File: config.mk
export PLATFORM = sky130hd
export DESIGN_NAME = xocc_dsa_alu_endpoint
export DESIGN_NICKNAME = d
export VERILOG_FILES = /design/src/rtl/xocc_dsa_alu_endpoint.sv
export SDC_FILE = /design/constraint.sdc
export NUM_CORES = 1
export LEC_CHECK = 0
export CELL_PAD_IN_SITES_DETAIL_PLACEMENT = 1
export CELL_PAD_IN_SITES_GLOBAL_PLACEMENT = 1
export CORE_ASPECT_RATIO = 0.6
export CORE_MARGIN = 8
export CORE_UTILIZATION = 39
export DETAILED_ROUTE_END_ITERATION = 7
export MAX_ROUTING_LAYER = met4
export PLACE_DENSITY = 0.76
export SKIP_CTS_REPAIR_TIMING = 1
export SLEW_MARGIN = 15
export SYNTH_ARGS = -nofsm -noshare
export SYNTH_HDL_FRONTEND = slang
export SYNTH_SLANG_ARGS = --single-unit
File: constraint.sdc
create_clock -name xocc_clk -period 4.65 [get_ports xocc_clk]
set_clock_uncertainty 0.2 [all_clocks]
set_input_delay 0.465 -clock xocc_clk [delete_from_list [all_inputs] [get_ports xocc_clk]]
set_output_delay 0.465 -clock xocc_clk [all_outputs]
set_load 0.02 [all_outputs]
File: src/rtl/xocc_dsa_alu_endpoint.sv
// DSA-side endpoint of one XOCC queue pair: pops a command from the FWFT command FIFO,
// executes an ALU or iterative-multiply operation and pushes one response word.
module xocc_dsa_alu_endpoint #(
  parameter int unsigned CMD_WIDTH = 96,
  parameter int unsigned RSP_WIDTH = 32,
  parameter int unsigned CNT_WIDTH = 16
) (
  input  logic                 xocc_clk,
  input  logic                 cpurst_b,
  input  logic                 empty_cmd,
  input  logic [CMD_WIDTH-1:0] dsa_cmd_buffer,
  output logic                 rd_en_cmd,
  input  logic                 full_rsp,
  output logic                 wr_en_rsp,
  output logic [RSP_WIDTH-1:0] dsa_rsp_buffer,
  output logic                 dsa_busy,
  output logic [CNT_WIDTH-1:0] dsa_done_cnt
);

  localparam int unsigned FIELD_W  = 32;
  localparam int unsigned F0_LSB   = 0;
  localparam int unsigned F1_LSB   = 32;
  localparam int unsigned F2_LSB   = 64;
  localparam int unsigned OP_W     = 4;
  localparam int unsigned STEP_W   = 5;

  localparam logic [OP_W-1:0] OP_ADD = 4'd0;
  localparam logic [OP_W-1:0] OP_SUB = 4'd1;
  localparam logic [OP_W-1:0] OP_AND = 4'd2;
  localparam logic [OP_W-1:0] OP_OR  = 4'd3;
  localparam logic [OP_W-1:0] OP_XOR = 4'd4;
  localparam logic [OP_W-1:0] OP_MUL = 4'd5;

  localparam logic [RSP_WIDTH-1:0] BAD_OP = 32'hBAD0_0000;
  localparam logic [STEP_W-1:0]    LAST_STEP = 5'd31;

  typedef enum logic [1:0] {IDLE, EXEC, RSP} state_t;

  state_t                state;
  logic                  armed;
  logic [OP_W-1:0]       opcode;
  logic [RSP_WIDTH-1:0]  op_a;
  logic [RSP_WIDTH-1:0]  op_b;
  logic [RSP_WIDTH-1:0]  acc;
  logic [RSP_WIDTH-1:0]  result;
  logic [STEP_W-1:0]     step;
  logic [RSP_WIDTH-1:0]  alu_result;
  logic [RSP_WIDTH-1:0]  mul_addend;
  logic [RSP_WIDTH-1:0]  acc_next;
  logic                  unused_cmd_bits;

  // Opcode field upper bits carry no meaning.
  assign unused_cmd_bits = ^dsa_cmd_buffer[F0_LSB+FIELD_W-1:F0_LSB+OP_W];

  // armed keeps the pop strobe low while reset is held, even with a command waiting.
  assign rd_en_cmd      = armed && (state == IDLE) && !empty_cmd;
  assign wr_en_rsp      = (state == RSP) && !full_rsp;
  assign dsa_rsp_buffer = result;

  always_comb begin
    alu_result = '0;
    case (opcode)
      OP_ADD:  alu_result = op_a + op_b;
      OP_SUB:  alu_result = op_a - op_b;
      OP_AND:  alu_result = op_a & op_b;
      OP_OR:   alu_result = op_a | op_b;
      OP_XOR:  alu_result = op_a ^ op_b;
      OP_MUL:  alu_result = '0;
      default: alu_result = BAD_OP | RSP_WIDTH'(opcode);
    endcase
  end

  // One shift-add step of the multiplier per EXEC cycle.
  always_comb begin
    mul_addend = '0;
    if (op_b[step]) mul_addend = op_a << step;
    acc_next = acc + mul_addend;
  end

  always_ff @(posedge xocc_clk or negedge cpurst_b) begin
    if (!cpurst_b) begin
      state        <= IDLE;
      armed        <= 1'b0;
      opcode       <= '0;
      op_a         <= '0;
      op_b         <= '0;
      acc          <= '0;
      step         <= '0;
      result       <= '0;
      dsa_busy     <= 1'b0;
      dsa_done_cnt <= '0;
    end else begin
      armed <= 1'b1;
      case (state)
        IDLE: begin
          if (rd_en_cmd) begin
            opcode   <= dsa_cmd_buffer[F0_LSB+OP_W-1:F0_LSB];
            op_a     <= dsa_cmd_buffer[F1_LSB+FIELD_W-1:F1_LSB];
            op_b     <= dsa_cmd_buffer[F2_LSB+FIELD_W-1:F2_LSB];
            acc      <= '0;
            step     <= '0;
            dsa_busy <= 1'b1;
            state    <= EXEC;
          end
        end
        EXEC: begin
          if (opcode == OP_MUL) begin
            acc  <= acc_next;
            step <= step + STEP_W'(1);
            if (step == LAST_STEP) begin
              result <= acc_next;
              state  <= RSP;
            end
          end else begin
            result <= alu_result;
            state  <= RSP;
          end
        end
        RSP: begin
          if (wr_en_rsp) begin
            dsa_done_cnt <= dsa_done_cnt + CNT_WIDTH'(1);
            dsa_busy     <= 1'b0;
            state        <= IDLE;
          end
        end
        default: begin
          dsa_busy <= 1'b0;
          state    <= IDLE;
        end
      endcase
    end
  end

endmodule

# Word level (Yosys, flattened, before mapping)
# Index checks and enable logic that the tools add are counted.
# W data, S select, Z words.
# op_classes
addsub	5
muxes	20
order_cmp	1
eq_ne	13
bitwise	4
n_shift	1
n_reduce_logical	14
# op_table
cell	count
$mux W32	5
$pmux W32 S5	1
$add A32 B32 Y32	2
$pmux W32 S2	1
$and A32 B32 Y32	1
$or A32 B32 Y32	1
$shl A32 B5 Y32	1
$sub A32 B32 Y32	1
$xor A32 B32 Y32	1
$add A16 B1 Y16 const B	1
$mux W5	2
$pmux W5 S2	1
$reduce_and A3 Y1	3
$eq A4 B2 Y1 const B	2
$eq A4 B3 Y1 const B	2
$mux W2	4
$lt A5 B6 Y1 const B	1
$ne A2 B2 Y1 const B	3
$pmux W2 S3	1
$reduce_and A2 Y1	3
$add A5 B1 Y5 const B	1
$bmux W1 S5	1
$eq A5 B5 Y1 const B	1
$eq A4 B1 Y1 const B	1
12 further kinds	17
# word_totals
out_inout_bits	51
wordCells	68
register_bits	157
input_bits	100

# Logic depth before layout (Yosys ltp)
# depth
ltp_word	6
ltp_mapped	22
ltp_nobuf	18

# Worst setup path after synthesis
# OpenSTA, ideal clock, no wires.
# synth_timing
path_kind	flip-flop to flip-flop
startpoint	register step[1]
endpoint	register result[24], in the netlist dsa_rsp_buffer[24]
path_slack_ns	0.034
path_stages_with_launch	22
setup_ns	0.126
period_less_slack_ns	4.616
n_path_buf	5
required_ns	4.324
arrival_ns	4.290
path_cell_list	dfrtp_1 -> buf_4 -> buf_2 -> buf_2 -> buf_1 -> mux4_2 -> mux2i_1 -> nand2_1 -> o21ai_0 -> o22ai_1 -> nor2b_1 -> ha_1 -> clkbuf_1 -> o21ai_0 -> o21ai_0 -> a221o_1 -> a21o_1 -> a22o_1 -> nor2_1 -> xor2_1 -> o221ai_1 -> o32a_1
# synth_via
elab_chain_len	6
word_cells_on_any_way	10
cone_classes	1 x add/sub; 2 x eq/ne; 1 x shift; 5 x mux; 1 x reduce/logical
# synth_rtl
item	line_no	rtl
start, declared	46	logic [STEP_W-1:0] step;
start signal, assigned	109	step <= step + STEP_W'(1);
$bmux W1 S5	76	if (op_b[step]) mul_addend = op_a << step;
$mux W1 (implied by the code)	76	
$mux W32	76	
$add A32 B32 Y32	77	acc_next = acc + mul_addend;
$mux W32	110	if (step == LAST_STEP) begin
$mux W32	107	if (opcode == OP_MUL) begin
end signal, assigned	111	result <= acc_next;
end signal, assigned	115	result <= alu_result;
end, declared	45	logic [RSP_WIDTH-1:0] result;
# Parallel ways exist; a longest one is shown, timed or not. The select of a mux whose other input is x is not followed.
# A chain may end at the register's enable or synchronous reset.

# Worst setup path after layout
# layout_timing
startpoint	register step[0]
endpoint	register result[24], in the netlist dsa_rsp_buffer[24]
# Same word-level chain as after synthesis.

==> flow_summary.toml <==
[die]
die_x_um = 256
die_height_um = 160
ios = 151
die_area_um2 = 41000
core_area_um2 = 33900
row_count = 52
initial_utilization = 0.398

[layout]
fin_cells = 2406
n_fill_cell = 3991
finalCoreUtilization = 0.531
regArea_um2 = 3930
synthToLayoutAreaGrowth_pct = 33.5
drive_gt1_frac = 0.210
multi_input_area_um2 = 9420
nets = 2167

[synth]
synth_edf_count = 0
synthTopCellsByArea = "dfrtp_1 (29%), ha_1 (12%), o21ai_0 (6.5%)"
ys_warn_count = 0
yosysTopAreaCell = "dfrtp_1"
yosys_register_bits = 157
yosysMostFrequentCell = "nand2_1"
syn_inst = 1633
synth-async-reset-ratio = 1.00
syn-cell-area_um2 = 13500
yosysSeqAreaShare = 0.291
synth.distinct_cells = 70
avgSynthCellArea_um2 = 8.26
netlist.area_leader.share = 0.291
syn-num-nets = 1865
ys.flop_type = "dfrtp_1"
ys_top_cells_by_count = "nand2_1 (209), o21ai_0 (174), dfrtp_1 (157), nor2_1 (145), ha_1 (130)"

[pwr]
peakVddDrop_mv = 0.453
power_leakage_nw = 8.12
power_w = 0.0116
power_density_nw_per_um2 = 644

[grt]
track_usage = 0.279
grt_first_pass_wirelength_mm = 87.4
grt_pass1_vias = 14600
gr-total-overflow = 0
grt_max_degree = 139
antenna_found_initial = 1

[clocking]
root_buffer = "clkbuf_16"
cts_num_sinks = 157
clk_pin_slew_worst_paths_ns = 0.07
htreeDepth = 4
numCtsBuffers = 17
clk_latency_ns = 0.46
tritoncts = "built"
clockBufferDepth = 2

[detailed_routing]
drc = 0
vias = 14200
finalWirelength_mm = 57.5
wl_per_cell_um = 23.9
firstDrtPassIters = 5
viasPerCell = 5.88
final_antenna_net_count = 0
drtIter0Drc = 1069

[timing]
relSlewSlack = 0.254
min_period_over_period = 1.02
report.final.slew_viol_count = 0
tns_ns = -0.154
period_needed_ns = 4.74
fin_ws_ns = -0.0874
hold_violations = 0
setup_viol = 3
rsz0062_at_grt = "yes"
worst_pin_slew_ns = 1.12
max_freq_ghz = 0.211

[setup_path]
cp_max_fo = 5
critPathArrivalTime_ns = 4.88
path_class = "reg -> reg"
crit_path_end_kind = "flip-flop"
cp-start-kind = "flip-flop"
required_ns = 4.79

[place]
dp_hpwl_mm = 44.6
dp.cells = 2364
port_buffers = 122
place.gp.congestion = 0.989

[status]
status = "finished, violations left"
violations = "setup timing"

[hold_path]
hold_path_class = "reg -> reg"

[flow_run]
maxCapViolCount = 0
## critical path: stages (launching register included)
cell and delay (ns):
dfrtp_2 0.41, buf_8 0.15, mux4_2 0.55, mux4_2 0.54, a21boi_4 0.25, nor2_1 0.09
ha_1 0.33, a211oi_2 0.23, o21ai_1 0.14, a221o_1 0.38, a21o_1 0.21, a22o_4 0.28
nor2_2 0.09, xor2_1 0.14, buf_4 0.14, o221ai_1 0.11, o32a_1 0.37
## per-layer routing
| metal | GRT usage | wire (um) |
|---|---|---|
| met5 | - | 0 |
| met4 | 0.0892 | 1690 |
| met3 | 0.0595 | 3630 |
| met2 | 0.404 | 25100 |
| met1 | 0.384 | 27100 |
## cells by family (layout without fill, tap and decap cells)
family                     after synthesis  in the layout  synth area share
and+or+nand+nor                        531            531             0.176
other                                    1              2          0.000278
muxes                                   69             69            0.0777
xor gates and xnor gates                91             91            0.0591
AOI/OAI and AO/OA                      475            475             0.221
adders and majority gates              132            132             0.124
buffers and inverters                  177            490            0.0508
DFF                                    157            157             0.291
## stage by stage
stage / hold slack (ns) / setup WS [ns] / area (um2)
after CTS: -0.118 / -0.362 / 17300
after global routing: 0.296 / -0.159 / 18000
after floorplan: -0.0306 / 0.0344 / 13500
after detailed placement: 0.268 / -0.297 / 16800
final: 0.273 / -0.0874 / 18000
after global placement: 0.256 / -0.119 / 16800
## layout make-up
type / count / share of cell area
inverter: 88 / 0.0185
tap: 459 / 0.0319
clock inverter: 10 / 0.00521
multi-input combinational: 1299 / 0.523
sequential: 157 / 0.218
clock buffer: 20 / 0.0248
antenna: 1 / 0.000139
timing repair buffer: 372 / 0.178
## layout by cell type, fill, tap and decap left out, types with 10 or more instances in the layout
cell type,synthesis,routed
a221oi_1,22,21
clkbuf_16,0,18
nor2b_1,19,17
a21o_1,27,27
ha_1,130,127
nand2_1,209,205
dfrtp_1,157,155
nand3_1,56,56
mux4_2,28,28
buf_4,2,240
xnor2_1,66,60
a211oi_1,29,19
nor3_1,21,14
nand4_1,14,14
xor2_1,25,22
nor2_1,145,138
a31oi_1,23,20
clkdlybuf4s50_1,0,121
mux2i_1,36,32
and3_1,22,20
o21a_1,20,20
inv_1,87,84
o21ai_0,174,158
a21oi_2,0,10
o21ai_1,0,12
a21oi_1,91,81
o21bai_1,11,11
## state kept, by name, summed over array words and instances (netlist names)
name	flops
dsa_busy	1
op_b	32
step	5
state	2
acc	32
opcode	4
op_a	32
armed	1
dsa_rsp_buffer	32
dsa_done_cnt	16
## power by group
group | internal, W | switching, W
sequential | 0.00174 | 0.000449
clock | 0.000743 | 0.000646
combinational | 0.00352 | 0.00449
total | 0.00600 | 0.00559
## path summary, 6_finish.rpt
path | start | end | slack (ns) | depth (start not counted)
max reg2reg | step[0]$_DFFE_PN0P_ | dsa_rsp_buffer[24]$_DFFE_PN0P_ | -0.09 | 16
max | step[0]$_DFFE_PN0P_ | dsa_rsp_buffer[24]$_DFFE_PN0P_ | -0.09 | 16
min | dsa_done_cnt[15]$_DFFE_PN0P_ | dsa_done_cnt[15]$_DFFE_PN0P_ | 0.27 | 1
max in group asynchronous | cpurst_b | opcode[3]$_DFFE_PN0P_ | 2.79 | 3
min in group asynchronous | cpurst_b | op_a[6]$_DFFE_PN0P_ | 0.43 | 2
min reg2reg | dsa_done_cnt[15]$_DFFE_PN0P_ | dsa_done_cnt[15]$_DFFE_PN0P_ | 0.27 | 1
Power figures use the tool's default switching activity.
